--- config.mk ---
export PLATFORM = sky130hd
export DESIGN_NAME = pipelined_adder_tree
export DESIGN_NICKNAME = d
export VERILOG_FILES = /design/src/rtl/pipelined_adder_tree.sv
export SDC_FILE = /design/constraint.sdc
export NUM_CORES = 1
export LEC_CHECK = 0
export BUFFER_PORTS_ARGS = -buffer_cell sky130_fd_sc_hd__buf_2
export CORE_ASPECT_RATIO = 0.6
export CORE_MARGIN = 2
export CORE_UTILIZATION = 56
export CTS_BUF_LIST = sky130_fd_sc_hd__clkbuf_4 sky130_fd_sc_hd__clkbuf_8
export DETAILED_ROUTE_END_ITERATION = 6
export PLACE_DENSITY = 0.82
export SLEW_MARGIN = 15
export SYNTH_ARGS = -nofsm -noshare
export SYNTH_HDL_FRONTEND = slang
export SYNTH_SLANG_ARGS = --single-unit
--- constraint.sdc ---
create_clock -name clk -period 2.05 [get_ports clk]
set_input_delay 0.5125 -clock clk [delete_from_list [all_inputs] [get_ports clk]]
set_output_delay 0.5125 -clock clk [all_outputs]
set_load 0.01 [all_outputs]
--- src/rtl/pipelined_adder_tree.sv ---
// rtl/pipelined_adder_tree.sv - pipelined N-operand adder tree with optional packet accumulator

module pipelined_adder_tree #(
    parameter int W      = 8,
    parameter int N      = 4,
    parameter int ACC_EN = 0,
    parameter int ACC_W  = 16,
    localparam int LV    = $clog2(N),
    localparam int OW    = (ACC_EN != 0) ? ACC_W : W + LV
) (
    input  logic            clk,
    input  logic            rst_n,
    input  logic            in_valid,
    output logic            in_ready,
    input  logic [N*W-1:0]  in_data,
    input  logic            in_last,
    output logic            out_valid,
    input  logic            out_ready,
    output logic [OW-1:0]   out_sum,
    output logic            out_ovf
);

    localparam int SW = W + LV;

    // Bit offset of tree level k inside the flat level bus; level k holds
    // N>>k sums, each W+k bits wide, packed in ascending operand order.
    function automatic int lvl_off(input int k);
        int o;
        o = 0;
        for (int j = 0; j < k; j++) begin
            o += (N >> j) * (W + j);
        end
        return o;
    endfunction

    localparam int TOT = lvl_off(LV + 1);

    // Level 0 is the raw input beat; levels 1..LV are the registered sums.
    logic [TOT-1:0] tree_bus;
    logic [LV:1]    vld_q;
    logic [SW-1:0]  tree_sum;
    logic           tree_vld;
    logic           adv;

    // One global advance: the whole pipeline moves only when the output slot
    // is empty or being drained this cycle, so bubbles travel with the data.
    assign adv      = !out_valid || out_ready;
    assign in_ready = adv;

    assign tree_bus[N*W-1:0] = in_data;

    genvar k;
    generate
        for (k = 1; k <= LV; k++) begin : g_lvl
            localparam int CNT     = N >> k;
            localparam int IW      = W + k - 1;
            localparam int LW      = W + k;
            localparam int OFF_IN  = lvl_off(k - 1);
            localparam int OFF_OUT = lvl_off(k);

            logic [CNT*LW-1:0] sum_d;
            logic [CNT*LW-1:0] sum_q;

            // Pairwise sums of the previous level, widened by one bit so no carry is lost.
            always_comb begin
                sum_d = '0;
                for (int i = 0; i < CNT; i++) begin
                    sum_d[i*LW +: LW] = LW'(tree_bus[OFF_IN + (2*i)*IW +: IW])
                                      + LW'(tree_bus[OFF_IN + (2*i+1)*IW +: IW]);
                end
            end

            // Level register; holds while the output is stalled.
            always_ff @(posedge clk or negedge rst_n) begin
                if (!rst_n) begin
                    sum_q <= '0;
                end else if (adv) begin
                    sum_q <= sum_d;
                end
            end

            assign tree_bus[OFF_OUT +: CNT*LW] = sum_q;
        end
    endgenerate

    // Valid bits march one level per advancing cycle alongside the sums.
    always_ff @(posedge clk or negedge rst_n) begin
        if (!rst_n) begin
            vld_q <= '0;
        end else if (adv) begin
            vld_q[1] <= in_valid;
            for (int s = 2; s <= LV; s++) begin
                vld_q[s] <= vld_q[s-1];
            end
        end
    end

    assign tree_sum = tree_bus[lvl_off(LV) +: SW];
    assign tree_vld = vld_q[LV];

    generate
        if (ACC_EN != 0) begin : g_acc
            logic [LV:1]      last_q;
            logic [ACC_W-1:0] acc_q;
            logic             ovf_q;
            logic             first_q;
            logic             ovld_q;
            logic [ACC_W:0]   acc_sum;

            // The packet-end flag rides the tree next to its beat.
            always_ff @(posedge clk or negedge rst_n) begin
                if (!rst_n) begin
                    last_q <= '0;
                end else if (adv) begin
                    last_q[1] <= in_last;
                    for (int s = 2; s <= LV; s++) begin
                        last_q[s] <= last_q[s-1];
                    end
                end
            end

            // One spare bit catches the carry that signals saturation.
            always_comb begin
                acc_sum = (first_q ? '0 : {1'b0, acc_q}) + (ACC_W+1)'(tree_sum);
            end

            // Saturating accumulator; a result is presented only at packet end.
            always_ff @(posedge clk or negedge rst_n) begin
                if (!rst_n) begin
                    acc_q   <= '0;
                    ovf_q   <= 1'b0;
                    first_q <= 1'b1;
                    ovld_q  <= 1'b0;
                end else if (adv) begin
                    ovld_q <= tree_vld && last_q[LV];
                    if (tree_vld) begin
                        acc_q   <= acc_sum[ACC_W] ? '1 : acc_sum[ACC_W-1:0];
                        ovf_q   <= (first_q ? 1'b0 : ovf_q) | acc_sum[ACC_W];
                        first_q <= last_q[LV];
                    end
                end
            end

            assign out_valid = ovld_q;
            assign out_sum   = acc_q;
            assign out_ovf   = ovf_q;
        end else begin : g_sum
            logic unused_last;

            assign unused_last = in_last;
            assign out_valid   = tree_vld;
            assign out_sum     = tree_sum;
            assign out_ovf     = 1'b0;
        end
    endgenerate

endmodule
* Word level (Yosys, flattened, before mapping) *
Cells that the tools add are included.

storage, ports and cells
  word-level logic and storage cells = 8
  input bits = 37
  flip-flop bits (word level) = 30

cells by class
  add/sub/neg operators = 3
  reduce and logical (&&, ||, !) cells = 2

operators by type and width
  operator            number
  $add A8 B8 Y9       2
  $add A9 B9 Y10      1
  $logic_not A1 Y1    1
  $logic_or A1 B1 Y1  1

* Longest topological paths before layout *
  depth after elaboration = 2
  depth in mapped cells = 6
  gate-level depth less buffers = 6

* Least setup slack after synthesis *
Ideal clock, no wire load.

  path type = in2reg
  from = input port in_data[16]
  to = register g_lvl[1].sum_q[17]
  data arrival time = 1941 ps
  slack = -15 ps
  setup time = 124 ps
  cell stages on the path = 6
  data required time = 1926 ps
  cell sequence = ha_1 > fa_1 > a21oi_1 > a2bb2oi_1 > a221oi_1 > o31a_1

on the way
  word-level cells in the longest chain between the ends = 1

ends and longest elaborated chain
  element               RTL line  text
  start, declared       15        input logic [N*W-1:0] in_data,
  $add A8 B8 Y9         69        + LW'(tree_bus[OFF_IN + (2*i+1)*IW +: IW]);
  end signal, assigned  78        sum_q <= sum_d;
  end, declared         62        logic [CNT*LW-1:0] sum_q;

No other way between the ends.
A chain may end at the register's enable or synchronous reset.

* Worst setup path after layout *
  from = input port in_data[16]
  to = register g_lvl[1].sum_q[15]

Same word-level chain as after synthesis.

==> flow_metrics.tcl <==
set metrics [dict create \
    fin_cells 346 \
    grt_start_max_net_pins 31 \
    cp_data_arrival_time_ps 2090 \
    netlist-cell-type-count 50 \
    synth_common_cells "nand2_1 (35), dfrtp_1 (30), ha_1 (25)" \
    p_sw_w 0.000908 \
    synth.area.top_cells "dfrtp_1 (34%), ha_1 (14%), nand2_1 (6.0%)" \
    setup_viol 0 \
    slew_violations 0 \
    rsz0062_at_grt "no" \
    design.portCount 50 \
    htreeDepth 2 \
    syn_area_mm2 0.00220 \
    area_growth_pct 20.1 \
    holdWs_ps 255 \
    cts.sinks 30 \
    path_class "in -> reg" \
    synthArstFlopShare 1.00 \
    vias_per_cell 5.68 \
    power_frac_comb 0.453 \
    core_mm2 0.00372 \
    slew_headroom 0.572 \
    drt_wl_total_um 4800 \
    tightest_slew_ps 642 \
    start_kind "primary input" \
    cpMaxStageDelayCell "fa_1" \
    start_util 0.592 \
    p_sw_frac 0.369 \
    min_period_over_period 0.945 \
    synthCells 240 \
    ant_nets 0 \
    drc 0 \
    grt.total_usage 0.236 \
    cts_tree "done" \
    vdd_drop_max_uv 572 \
    grt_pass1_vias 1797 \
    synth-seq-cells 30 \
    num_rows 17 \
    cts_buffers 5 \
    synth_area_per_cell_um2 9.18 \
    cts_root_buf "clkbuf_8" \
    hpwl_um 3830 \
    antenna_found_initial 0 \
    pwr_density_cell_mw_per_mm2 930 \
    pwr-share-clk 0.190 \
    drive_gt1_frac 0.268 \
    yosys.area.top_type "dfrtp_1" \
    ys_warn_count 0 \
    fin_worst_skew_ps 2.97 \
    drt-initial-drc-count 75 \
    n_fill_cell 298 \
    outcome "finished clean" \
    wl_per_cell_um 13.9 \
    seqPwrFrac 0.357 \
    slowest_delay_ps 420 \
    synth-edff-count 0 \
    drt_first_pass_iters 4 \
    place.gp.congestion 0.957 \
    max_freq_mhz 516 \
    syn_nets 305 \
    synth_top_area_frac 0.341 \
    internal_power_w 0.00155 \
    cts_hold_buffers 0 \
    clk_pin_slew_ps 60 \
    cap_violations 0 \
    layout_min_cycle_time_ps 1940 \
    synth.most_common_cell "nand2_1" \
    die_height_um 52.6 \
    p_leak_nw 1.29 \
    cp_max_fo 2 \
    place_area_mm2 0.00255 \
    hold_path_class "in -> async" \
    num_vias 1964 \
    antenna_cells 0 \
    grt_pass1_wl_um 7940 \
    critPathRequiredTime_ps 2200 \
    hold_violations 0 \
    clock_latency_ps 280 \
    dp.cells 339 \
    design_area_mm2 0.00265 \
    cts_max_path_buffers 2 \
    final_nets 364 \
    grt.overflow.total 0 \
    fp.dieW_um 85.0 \
    cp-end-kind "flip-flop" \
    power_w 0.00246 \
    ys_seq_area_frac 0.341 \
    synth-main-ff-cell "dfrtp_1" \
    crit_chain "buf_2 > ha_1 > fa_1 > a21oi_2 > buf_4 > o221ai_1 > a211oi_1 > o31ai_1" \
    dieArea_mm2 0.00447 \
    port_buffers 47 \
]
## through the flow
stage,util,worst slack [ps],setup TNS (ps)
after global routing,0.711,4.08,0
after floorplan,-,14.1,0
after global placement,0.684,-124,-182
final,0.711,113,0
after detailed placement,0.684,-192,-444
after CTS,0.707,46.5,0
## worst max-delay path, delay by kind of cell
family | cells | cell delay [ps]
compound gates | 4 | 700
fa+ha+maj | 2 | 630
buf+inv | 2 | 240
## cell families after synthesis
group           after synthesis  synth area share
xor+xnor                      6            0.0238
buf+inv                      25            0.0539
fa+ha+maj                    28             0.169
other cells                   1           0.00170
simple gates                 74             0.170
mux                           1           0.00454
flops                        30             0.341
compound gates               75             0.236
## what timing repair did
item,in CTS,in global routing
setup endpoints to repair,0,3
buffers inserted,0,0
gates resized for setup,0,4
## power by group through the flow
stage	sequential, W	combinational [W]	clock, W
6_report	0.000879	0.00111	0.000468
2_1_floorplan	0.000916	0.000722	0
3_5_place_dp	0.000891	0.00109	0
3_3_place_gp	0.000882	0.00106	0
5_1_grt	0.000903	0.00125	0.000508
4_1_cts	0.000881	0.00110	0.000484
## sequential cells by signal, summed over array words and instances, names as in the netlist
name,flops
vld_q,2
out_sum,10
g_lvl.sum_q,18
## final cells by class
cell class	count	area (µm²)	share of cell area
inverters	16	60.1	0.0227
flip-flops and latches	30	751	0.284
multi-input cells	185	1350	0.511
well taps	47	58.8	0.0222
repair buffers	61	340	0.129
clock buffers	7	83.8	0.0317
## layer usage
layer	global-route usage	up-vias	wire length, µm
met2	0.359	74	2020
li1	-	1002	-
met4	0.101	0	66
met1	0.323	884	2420
met3	0.0583	4	294
met5	0	-	0
## cells in the final DEF, fill, tap and decap left out, types with 2 or more instances in the layout
cell type	n
o21ai_0	8
a221o_1	2
nand4_1	4
clkbuf_8	5
a211o_1	2
nand2_1	35
ha_1	24
o21a_1	3
fa_1	3
nor3_1	7
o21ai_1	14
inv_1	15
nand3b_1	3
nor3b_1	6
buf_2	47
o211ai_1	5
a21oi_1	12
nand2b_1	2
dfrtp_1	30
xnor2_1	5
a2111oi_0	2
buf_4	14
a31oi_1	2
a211oi_2	4
nand3_1	2
nor2_1	7
clkbuf_4	2
nor4_1	2
a211oi_1	5
a221oi_1	3
a21o_1	3
## worst paths after layout
| kind | from | endpoint | slack, ps | cells after the start |
|---|---|---|---|---|
| hold reg to reg | out_sum[1] | out_sum[1] | 460 | 2 |
| min in group clk | in_valid | vld_q[1] | 460 | 3 |
| setup / recovery | in_data[16] | g_lvl[1].sum_q[15] | 110 | 8 |
| max in group asynchronous | rst_n | g_lvl[1].sum_q[8] | 1380 | 1 |
| setup reg to reg | g_lvl[1].sum_q[0] | out_sum[6] | 140 | 6 |
| hold / removal | rst_n | out_sum[2] | 260 | 1 |
(Power assumes the default switching activity.)
